`config.mk`:
```
export PLATFORM = sky130hd
export DESIGN_NAME = mvm_backward
export DESIGN_NICKNAME = d
export VERILOG_FILES = /design/src/rtl/mvm_backward_pkg.sv /design/src/rtl/mvm_backward_lane.sv /design/src/rtl/mvm_backward.sv
export SDC_FILE = /design/constraint.sdc
export NUM_CORES = 2
export LEC_CHECK = 0
export ABC_AREA = 1
export BUFFER_PORTS_ARGS = -buffer_cell sky130_fd_sc_hd__buf_4
export CORE_ASPECT_RATIO = 1.4
export CORE_MARGIN = 8
export CORE_UTILIZATION = 60
export CTS_CLUSTER_SIZE = 24
export DETAILED_ROUTE_END_ITERATION = 7
export PLACE_DENSITY = 0.78
export SYNTH_ARGS = -nofsm -noshare
export SYNTH_HDL_FRONTEND = slang
export SYNTH_HIERARCHICAL = 1
export SYNTH_SLANG_ARGS = --single-unit
```
`constraint.sdc`:
```
create_clock -name clk_i -period 38.5 [get_ports clk_i]
set_input_delay 1.925 -clock clk_i [delete_from_list [all_inputs] [get_ports clk_i]]
set_output_delay 1.925 -clock clk_i [all_outputs]
set_load 0.02 [all_outputs]
```
`src/rtl/mvm_backward_pkg.sv`:
```
// rtl/mvm_backward_pkg.sv - shared sizing helpers and state encoding for mvm_backward
// Accumulator width helper is common with the forward mvm block.
package mvm_backward_pkg;

    typedef enum logic {
        IDLE = 1'b0,
        RUN  = 1'b1
    } state_e;

    function automatic int log2_ceil(input int v);
        int r;
        r = 0;
        while ((1 << r) < v) r++;
        return r;
    endfunction

    function automatic int ceil_div(input int a, input int b);
        return (a + b - 1) / b;
    endfunction

    // Full product width plus guard bits so summing n products never overflows.
    function automatic int acc_width(input int vec_w, input int mat_w, input int n);
        return vec_w + mat_w + log2_ceil(n) + 1;
    endfunction

endpackage

```
`src/rtl/mvm_backward_lane.sv`:
```
// rtl/mvm_backward_lane.sv - one row lane: masked multipliers, accumulator, shift/narrow stage
// MVM_BACKWARD_SATURATE_EN selects clamping instead of wrapping on overflow.
module mvm_backward_lane
    import mvm_backward_pkg::*;
#(
    parameter int MATRIX_WIDTH      = 4,
    parameter int VECTOR_CELL_WIDTH = 8,
    parameter int MATRIX_CELL_WIDTH = 8,
    parameter int RESULT_CELL_WIDTH = 8,
    parameter int FRACTION_WIDTH    = 4,
    parameter int TILING_COL        = 3,
    parameter int STEP_W            = 3
) (
    input  logic                                      clk_i,
    input  logic                                      rst_n_i,
    input  logic                                      clr_i,
    input  logic                                      en_i,
    input  logic [STEP_W-1:0]                         step_i,
    input  logic [MATRIX_WIDTH*VECTOR_CELL_WIDTH-1:0] vector_i,
    input  logic [MATRIX_WIDTH*MATRIX_CELL_WIDTH-1:0] row_i,
    output logic [RESULT_CELL_WIDTH-1:0]              result_o,
    output logic                                      ovf_o
);

    localparam int V = VECTOR_CELL_WIDTH;
    localparam int M = MATRIX_CELL_WIDTH;
    localparam int R = RESULT_CELL_WIDTH;
    localparam int P = V + M;
    localparam int A = acc_width(V, M, MATRIX_WIDTH);
    localparam logic signed [A-1:0] RMAX = A'(2 ** (R - 1) - 1);
    localparam logic signed [A-1:0] RMIN = ~RMAX;

    logic signed [A-1:0] acc_q, acc_d, shifted;
    logic signed [P-1:0] prod;
    int                  col;

    always_comb begin
        acc_d = acc_q;
        prod  = '0;
        col   = 0;
        for (int t = 0; t < TILING_COL; t++) begin
            col = int'(step_i) * TILING_COL + t;
            if (col < MATRIX_WIDTH) begin
                prod  = $signed(vector_i[col*V +: V]) * $signed(row_i[col*M +: M]);
                acc_d = acc_d + A'(prod);
            end
        end
    end

    always_ff @(posedge clk_i or negedge rst_n_i) begin
        if (!rst_n_i) begin
            acc_q <= '0;
        end else if (clr_i) begin
            acc_q <= '0;
        end else if (en_i) begin
            acc_q <= acc_d;
        end
    end

    assign shifted = acc_q >>> FRACTION_WIDTH;
    assign ovf_o   = (shifted > RMAX) || (shifted < RMIN);

`ifdef MVM_BACKWARD_SATURATE_EN
    always_comb begin
        if (shifted > RMAX)      result_o = RMAX[R-1:0];
        else if (shifted < RMIN) result_o = RMIN[R-1:0];
        else                     result_o = shifted[R-1:0];
    end
`else
    assign result_o = shifted[R-1:0];
`endif

endmodule

```
`src/rtl/mvm_backward.sv`:
```
// rtl/mvm_backward.sv - tiled fixed-point result[r] = sum_c matrix[r][c]*vector[c], start/valid handshake
// MVM_BACKWARD_SATURATE_EN (in the lane) clamps overflowing cells; default wraps.
module mvm_backward
    import mvm_backward_pkg::*;
#(
    parameter int MATRIX_WIDTH      = 4,
    parameter int MATRIX_HEIGHT     = 5,
    parameter int VECTOR_CELL_WIDTH = 8,
    parameter int MATRIX_CELL_WIDTH = 8,
    parameter int RESULT_CELL_WIDTH = 8,
    parameter int FRACTION_WIDTH    = 4,
    parameter int TILING_ROW        = 3,
    parameter int TILING_COL        = 3
) (
    input  logic                                                    clk_i,
    input  logic                                                    rst_n_i,
    input  logic                                                    start_i,
    input  logic [MATRIX_WIDTH*VECTOR_CELL_WIDTH-1:0]               vector_i,
    input  logic [MATRIX_WIDTH*MATRIX_HEIGHT*MATRIX_CELL_WIDTH-1:0] matrix_i,
    output logic [MATRIX_HEIGHT*RESULT_CELL_WIDTH-1:0]              result_o,
    output logic                                                    valid_o,
    output logic                                                    error_o,
    output logic                                                    busy_o
);

    localparam int W      = MATRIX_WIDTH;
    localparam int H      = MATRIX_HEIGHT;
    localparam int R      = RESULT_CELL_WIDTH;
    localparam int ROWW   = MATRIX_WIDTH * MATRIX_CELL_WIDTH;
    localparam int K      = ceil_div(W, TILING_COL);
    localparam int STEP_W = log2_ceil(K + 1) + 1;
    localparam int ROW_W  = log2_ceil(H + TILING_ROW) + 1;

    state_e                                    state_q;
    logic [STEP_W-1:0]                         step_q;
    logic [ROW_W-1:0]                          row_q;
    logic [W*VECTOR_CELL_WIDTH-1:0]            vec_q;
    logic [W*H*MATRIX_CELL_WIDTH-1:0]          mat_q;
    logic [H*R-1:0]                            result_q;
    logic                                      valid_q;
    logic                                      error_q;

    logic                                      acc_clr;
    logic                                      acc_en;
    logic                                      wb;
    logic [ROWW-1:0]                           lane_row [TILING_ROW];
    logic [R-1:0]                              lane_res [TILING_ROW];
    logic                                      lane_ovf [TILING_ROW];

    // Step K of each group is the writeback cycle rather than a multiply step.
    assign wb      = (state_q == RUN) && (step_q == STEP_W'(K));
    assign acc_en  = (state_q == RUN) && (step_q != STEP_W'(K));
    assign acc_clr = ((state_q == IDLE) && start_i) || wb;

    always_comb begin
        for (int i = 0; i < TILING_ROW; i++) begin
            lane_row[i] = (int'(row_q) + i < H) ? mat_q[(int'(row_q) + i)*ROWW +: ROWW] : '0;
        end
    end

    for (genvar i = 0; i < TILING_ROW; i++) begin : g_lane
        mvm_backward_lane #(
            .MATRIX_WIDTH     (MATRIX_WIDTH),
            .VECTOR_CELL_WIDTH(VECTOR_CELL_WIDTH),
            .MATRIX_CELL_WIDTH(MATRIX_CELL_WIDTH),
            .RESULT_CELL_WIDTH(RESULT_CELL_WIDTH),
            .FRACTION_WIDTH   (FRACTION_WIDTH),
            .TILING_COL       (TILING_COL),
            .STEP_W           (STEP_W)
        ) u_lane (
            .clk_i   (clk_i),
            .rst_n_i (rst_n_i),
            .clr_i   (acc_clr),
            .en_i    (acc_en),
            .step_i  (step_q),
            .vector_i(vec_q),
            .row_i   (lane_row[i]),
            .result_o(lane_res[i]),
            .ovf_o   (lane_ovf[i])
        );
    end

    always_ff @(posedge clk_i or negedge rst_n_i) begin
        if (!rst_n_i) begin
            state_q  <= IDLE;
            step_q   <= '0;
            row_q    <= '0;
            vec_q    <= '0;
            mat_q    <= '0;
            result_q <= '0;
            valid_q  <= 1'b0;
            error_q  <= 1'b0;
        end else begin
            case (state_q)
                IDLE: begin
                    if (start_i) begin
                        vec_q    <= vector_i;
                        mat_q    <= matrix_i;
                        result_q <= '0;
                        valid_q  <= 1'b0;
                        error_q  <= 1'b0;
                        step_q   <= '0;
                        row_q    <= '0;
                        state_q  <= RUN;
                    end
                end
                RUN: begin
                    if (!wb) begin
                        step_q <= step_q + 1'b1;
                    end else begin
                        for (int i = 0; i < TILING_ROW; i++) begin
                            if (int'(row_q) + i < H) begin
                                result_q[(int'(row_q) + i)*R +: R] <= lane_res[i];
                                if (lane_ovf[i]) error_q <= 1'b1;
                            end
                        end
                        step_q <= '0;
                        row_q  <= row_q + ROW_W'(TILING_ROW);
                        if (int'(row_q) + TILING_ROW >= H) begin
                            valid_q <= 1'b1;
                            state_q <= IDLE;
                        end
                    end
                end
                default: state_q <= IDLE;
            endcase
        end
    end

    assign result_o = result_q;
    assign valid_o  = valid_q;
    assign error_o  = error_q;
    assign busy_o   = (state_q == RUN);

endmodule

```
After elaboration in Yosys (flattened, before gate mapping)
Index checks and enable logic that the tools add are counted.
{"block": "word_totals", "ff_bits": 299, "input_bits": 195, "word_cells": 144, "out_inout_bits": 43}
{"block": "classes", "n_lt_le_gt_ge": 13, "n_bitwise": 1, "n_mux": 53, "shift": 21, "n_reduce_logical": 11, "multipliers": 10, "add_sub_neg": 19, "eq_ne": 5}
{"operator": "$mux 40", "n": 9}
{"operator": "$shiftx 160x32->32", "n": 2}
{"operator": "$mux 19", "n": 15}
{"operator": "$shiftx 32x32->8", "n": 8}
{"operator": "$add 19x16->19", "n": 9}
{"operator": "$lt 32x4->1 const B", "n": 5}
{"operator": "$shiftx 160x10->32", "n": 1}
{"operator": "$mul 8x8->16", "n": 9}
{"operator": "$shiftx 32x9->8", "n": 4}
{"operator": "$bwmux 40", "n": 3}
{"operator": "$shift 8x33->40 const A", "n": 3}
{"operator": "$shiftx 8x33->40", "n": 3}
{"operator": "$mux 32", "n": 3}
{"operator": "$pmux 40 s2", "n": 1}
{"operator": "$neg 8->33", "n": 2}
{"operator": "$gt 15x8->1 const B", "n": 3}
{"operator": "$lt 15x8->1 const B", "n": 3}
{"operator": "$neg 7->33", "n": 1}
{"operator": "$add 32x2->32 const B", "n": 1}
{"operator": "$add 32x3->32 const B", "n": 1}
{"operator": "$mux 1", "n": 13}
{"operator": "$add 4x2->5 const B", "n": 2}
{"operator": "$mux 4", "n": 2}
{"operator": "$pmux 4 s2", "n": 1}
{"operator": "other kinds (19)", "n": 29}

Logic depth before layout (Yosys ltp)
{"block": "depth", "word_depth": 14, "ltp_mapped": 69, "mapped_depth_nobuf": 64}

Cells and area by module
Netlist, hierarchy kept.
{"module": "mvm_backward_lane (g_lane[0].u_lane ...)", "seq_area_each_um2": 475.5, "n_inst": 2, "area_each_um2": 13077.5, "cells_per_inst": 1739}
{"module": "mvm_backward", "seq_area_each_um2": 6055.8, "n_inst": 1, "area_each_um2": 14680.3, "cells_per_inst": 2161}
{"module": "mvm_backward_lane (g_lane[2].u_lane)", "seq_area_each_um2": 475.5, "n_inst": 1, "area_each_um2": 12849.8, "cells_per_inst": 1674}

Worst setup path after synthesis
No wires, ideal clock.
{"block": "synth_path", "path_type": "register to register", "startpoint": "register row_q[0]", "endpoint": "register g_lane[2].u_lane.acc_q[18]", "setup_time_ps": 118, "synth_period_minus_slack_ps": 14469, "path_stages_with_launch": 64, "required_ps": 38382, "n_path_buf": 5, "t_arrival_ps": 14351, "setup_slack_ps": 24031, "path_cell_list": "dfrtp_1 > buf_4 > inv_4 > buf_2 > buf_2 > buf_1 > ha_1 > inv_1 > nand2_1 > nand4_1 > clkbuf_1 > nor2_1 > nor2_1 > nor3_1 > inv_1 > nor2_1 > fa_1 > fa_1 > (+28 left out) > fa_1 > fa_1 > fa_1 > inv_1 > fa_1 > ha_1 > ha_1 > nand2_1 > nor2_1 > nand2_1 > o21ai_0 > inv_1 > nand2_1 > nand3_1 > inv_1 > nand3_1 > nand3_1 > nand2_1"}
{"element": "start: declaration", "line_no": "mvm_backward.sv:36", "rtl": "logic [ROW_W-1:0] row_q;"}
{"element": "start signal: assignment", "line_no": "mvm_backward.sv:118", "rtl": "row_q <= row_q + ROW_W'(TILING_ROW);"}
{"element": "end signal: assignment", "line_no": "mvm_backward_lane.sv:52", "rtl": "acc_q <= '0;"}
{"element": "end signal: assignment", "line_no": "mvm_backward_lane.sv:54", "rtl": "acc_q <= '0;"}
{"element": "end signal: assignment", "line_no": "mvm_backward_lane.sv:56", "rtl": "acc_q <= acc_d;"}
{"element": "end: declaration", "line_no": "mvm_backward_lane.sv:33", "rtl": "logic signed [A-1:0] acc_q, acc_d, shifted;"}

==> summary.txt <==
Run status
  – Status: finished, violations left
  – Failing checks: DRC, capacitance limit, slew limit

Drt
  – Routed Antenna Nets: 0
  – # DRC: 1
  – WL/cell: between 20 and 25 um
  – DR vias/cell: 5.77
  – Via count: roughly 50000
  – Initial DRC Count: ~4600
  – Drt total wl: 192000 um
  – Drt pass-1 iters: 8

Floorplanning
  – Die height: between 300 and 400 um
  – Die footprint: 99400 sq um
  – Ports: between 200 and 250
  – Initial Util: 0.602
  – Die width: 269 um
  – Core Rows: 130
  – Core ar.: 89100 sq um

Yosys
  – Ys Warns: 6
  – Top_reg_cell synth: dfrtp_1
  – Synth Area in XOR/XNOR: 0.0188
  – Ranking of synthesized cells by area: fa_1 29%, dfrtp_1 14%, nand2_1 13%, ha_1 9.8%, inv_1 8.7%
  – Seq cells post-synth: around 300
  – Main combinational cell family by area after synthesis: adder cells
  – Adder-cell share of the synthesized area: 0.383
  – Post-Syn Area: approximately 54000 sq um
  – Simple-gate share of the synthesized area: 0.257
  – Top cells by count, synth: 1930 x nand2_1, 1242 x inv_1, 815 x nor2_1
  – Synth Area in Compound Gates: 0.0895
  – Mux cell area share after synthesis: 0
  – Register area share after synthesis: 0.139
  – Async set-reset flop share out of synthesis: 1.00
  – Synth Net Count: 8692
  – Post-synth top area cell: fa_1
  – Synth cell types: 61
  – Syn avg cell area: between 7 and 8 sq um
  – Most common cell in the synthesized netlist: nand2_1
  – Top cell type's share of synthesized area: 0.285
  – Number of flops mapped to enable cells by yosys: 0
  – Syn Inst Count: 7313

Timing
  – Max Freq: around 58 MHz
  – Period Utilization, post-route: 0.450
  – Final worst path period need: ~17000 ps
  – # setup viols final: 0
  – Layout Skew: 37.1 ps
  – Setup TNS: 0 ps
  – RSZ-0062 raised after global routing: false
  – WHS: between 400 and 500 ps
  – Rel. slew slack: -0.00797
  – Max Slew Vio Count: 7
  – Hold Violations, Final: 0
  – Worst slew pin tran: 1510 ps

GRT
  – All-Layer GR Usage: 0.391
  – GRT overflow: 0
  – Initial antenna violation count: 4
  – Vias in the first global route: just over 50000
  – Largest net degree at the start of global routing: between 150 and 200
  – First-pass GRT wire length: 295000 um

Finish
  – Nets: a little under 9000
  – Synthesis-to-finish area growth: 7.05%
  – Layout cell share with drive strength beyond 1: 0.0672

CTS
  – CTS tree: built
  – Hold buffers post-CTS: 0
  – Post-CTS resize count: 0
  – Maximum clock insertion buffer count: 3
  – Postcts setup bufs: 0
  – CTS HTree Levels: 2
  – Number of CTS-inserted buffers: 34
  – Root buf cell: clkbuf_16
  – CTS Sinks: 299
  – Worst-Skew Late Latency: roughly 600 ps
  – Clock slew seen by the registers of the worst setup and hold paths: approximately 70 ps

Worst setup path
  – CP arrival: 17810 ps
  – Startpoint class of the critical path: flip-flop
  – Slowest cell delay on critical path: about 900 ps
  – Crit path required time: between 30000 and 40000 ps
  – Worst path slowest cell: nor2_1
  – Crit Path Class: reg2reg
  – Setup crit end kind: flip-flop
  – Worst Path Max Fanout: 102

Placed design
  – Hpwl dp: approximately 160000 um
  – Routability congestion estimate: approximately 1.1
  – I/O Buffers: 237

Job
  – Max-Cap Viols: 2

Worst hold path
  – Hold Path Class: reg2reg
-- layout make-up --
class	instances	area, sq um
clock buffer	42	931
multi-input combinational	5493	40200
fill	8261	31700
antenna	4	10.0
clock inverter	19	289
tap	1188	1490
inverter	1284	4830
timing repair buffer	294	2240
sequential	299	7490
-- final timing paths --
check                           from                         end  slack, ps  depth (start not counted)
hold / removal             mat_q[13]                   mat_q[13]        490                          2
hold reg to reg            mat_q[13]                   mat_q[13]        490                          2
setup reg to reg            row_q[0]  g_lane[0].u_lane/acc_q[18]      21160                         62
max in group asynchronous    rst_n_i                   step_q[0]      35670                          2
min in group asynchronous    rst_n_i                   mat_q[81]       1300                          1
setup / recovery            row_q[0]  g_lane[0].u_lane/acc_q[18]      21160                         62
-- critical path: cells and delay by family (launching register included) --
kind            cells  cell delay (ps)
fa+ha+maj          19             8480
simple gates       28             4580
buf+inv             9             2120
compound gates      5             1190
flops               1              580
xor+xnor            1              220
-- cells by family after synthesis --
| group | after synthesis |
|---|---|
| flops | 299 |
| compound gates | 848 |
| fa+ha+maj | 1184 |
| simple gates | 3346 |
| buf+inv | 1521 |
| xor+xnor | 115 |
-- placed cells by master (no fill, tap or decap), types with 61 or more instances in the layout --
cell / instances
inv_1: 1241
nor2_1: 814
nor3_1: 79
o21ai_1: 83
xor2_1: 61
nand3_1: 315
buf_4: 291
fa_1: 765
o21ai_0: 295
nand2_1: 1929
ha_1: 419
a21oi_1: 278
nand4_1: 72
dfrtp_1: 296
-- routing by layer --
| layer | up-vias | global-route usage | wire (um) |
|---|---|---|---|
| li1 | 22800 | - | - |
| met1 | 23900 | 0.428 | 64300 |
| met2 | 2342 | 0.643 | 90500 |
| met3 | 764 | 0.0782 | 16300 |
| met4 | 2 | 0.337 | 20900 |
| met5 | - | 0 | 17 |
-- stage by stage --
stage,instances,instance area [sq um],util,setup WS (ps)
after floorplan,7313,53700,-,24030
after global placement,8558,56200,0.631,21780
after detailed placement,8558,56200,0.631,21480
after CTS,8619,57500,0.645,21400
after global routing,8619,57500,0.645,20050
final,8623,57500,0.645,21160
-- state kept, by name (all words and copies together), names as in the netlist --
register / cells
busy_o: 1
row_q: 4
mat_q: 160
error_o: 1
vec_q: 32
valid_o: 1
result_o: 40
g_lane.u_lane/acc_q: 57
step_q: 3
Power is not shown: default switching activity piles up to over one toggle a cycle in this logic, so the estimate is an artifact.
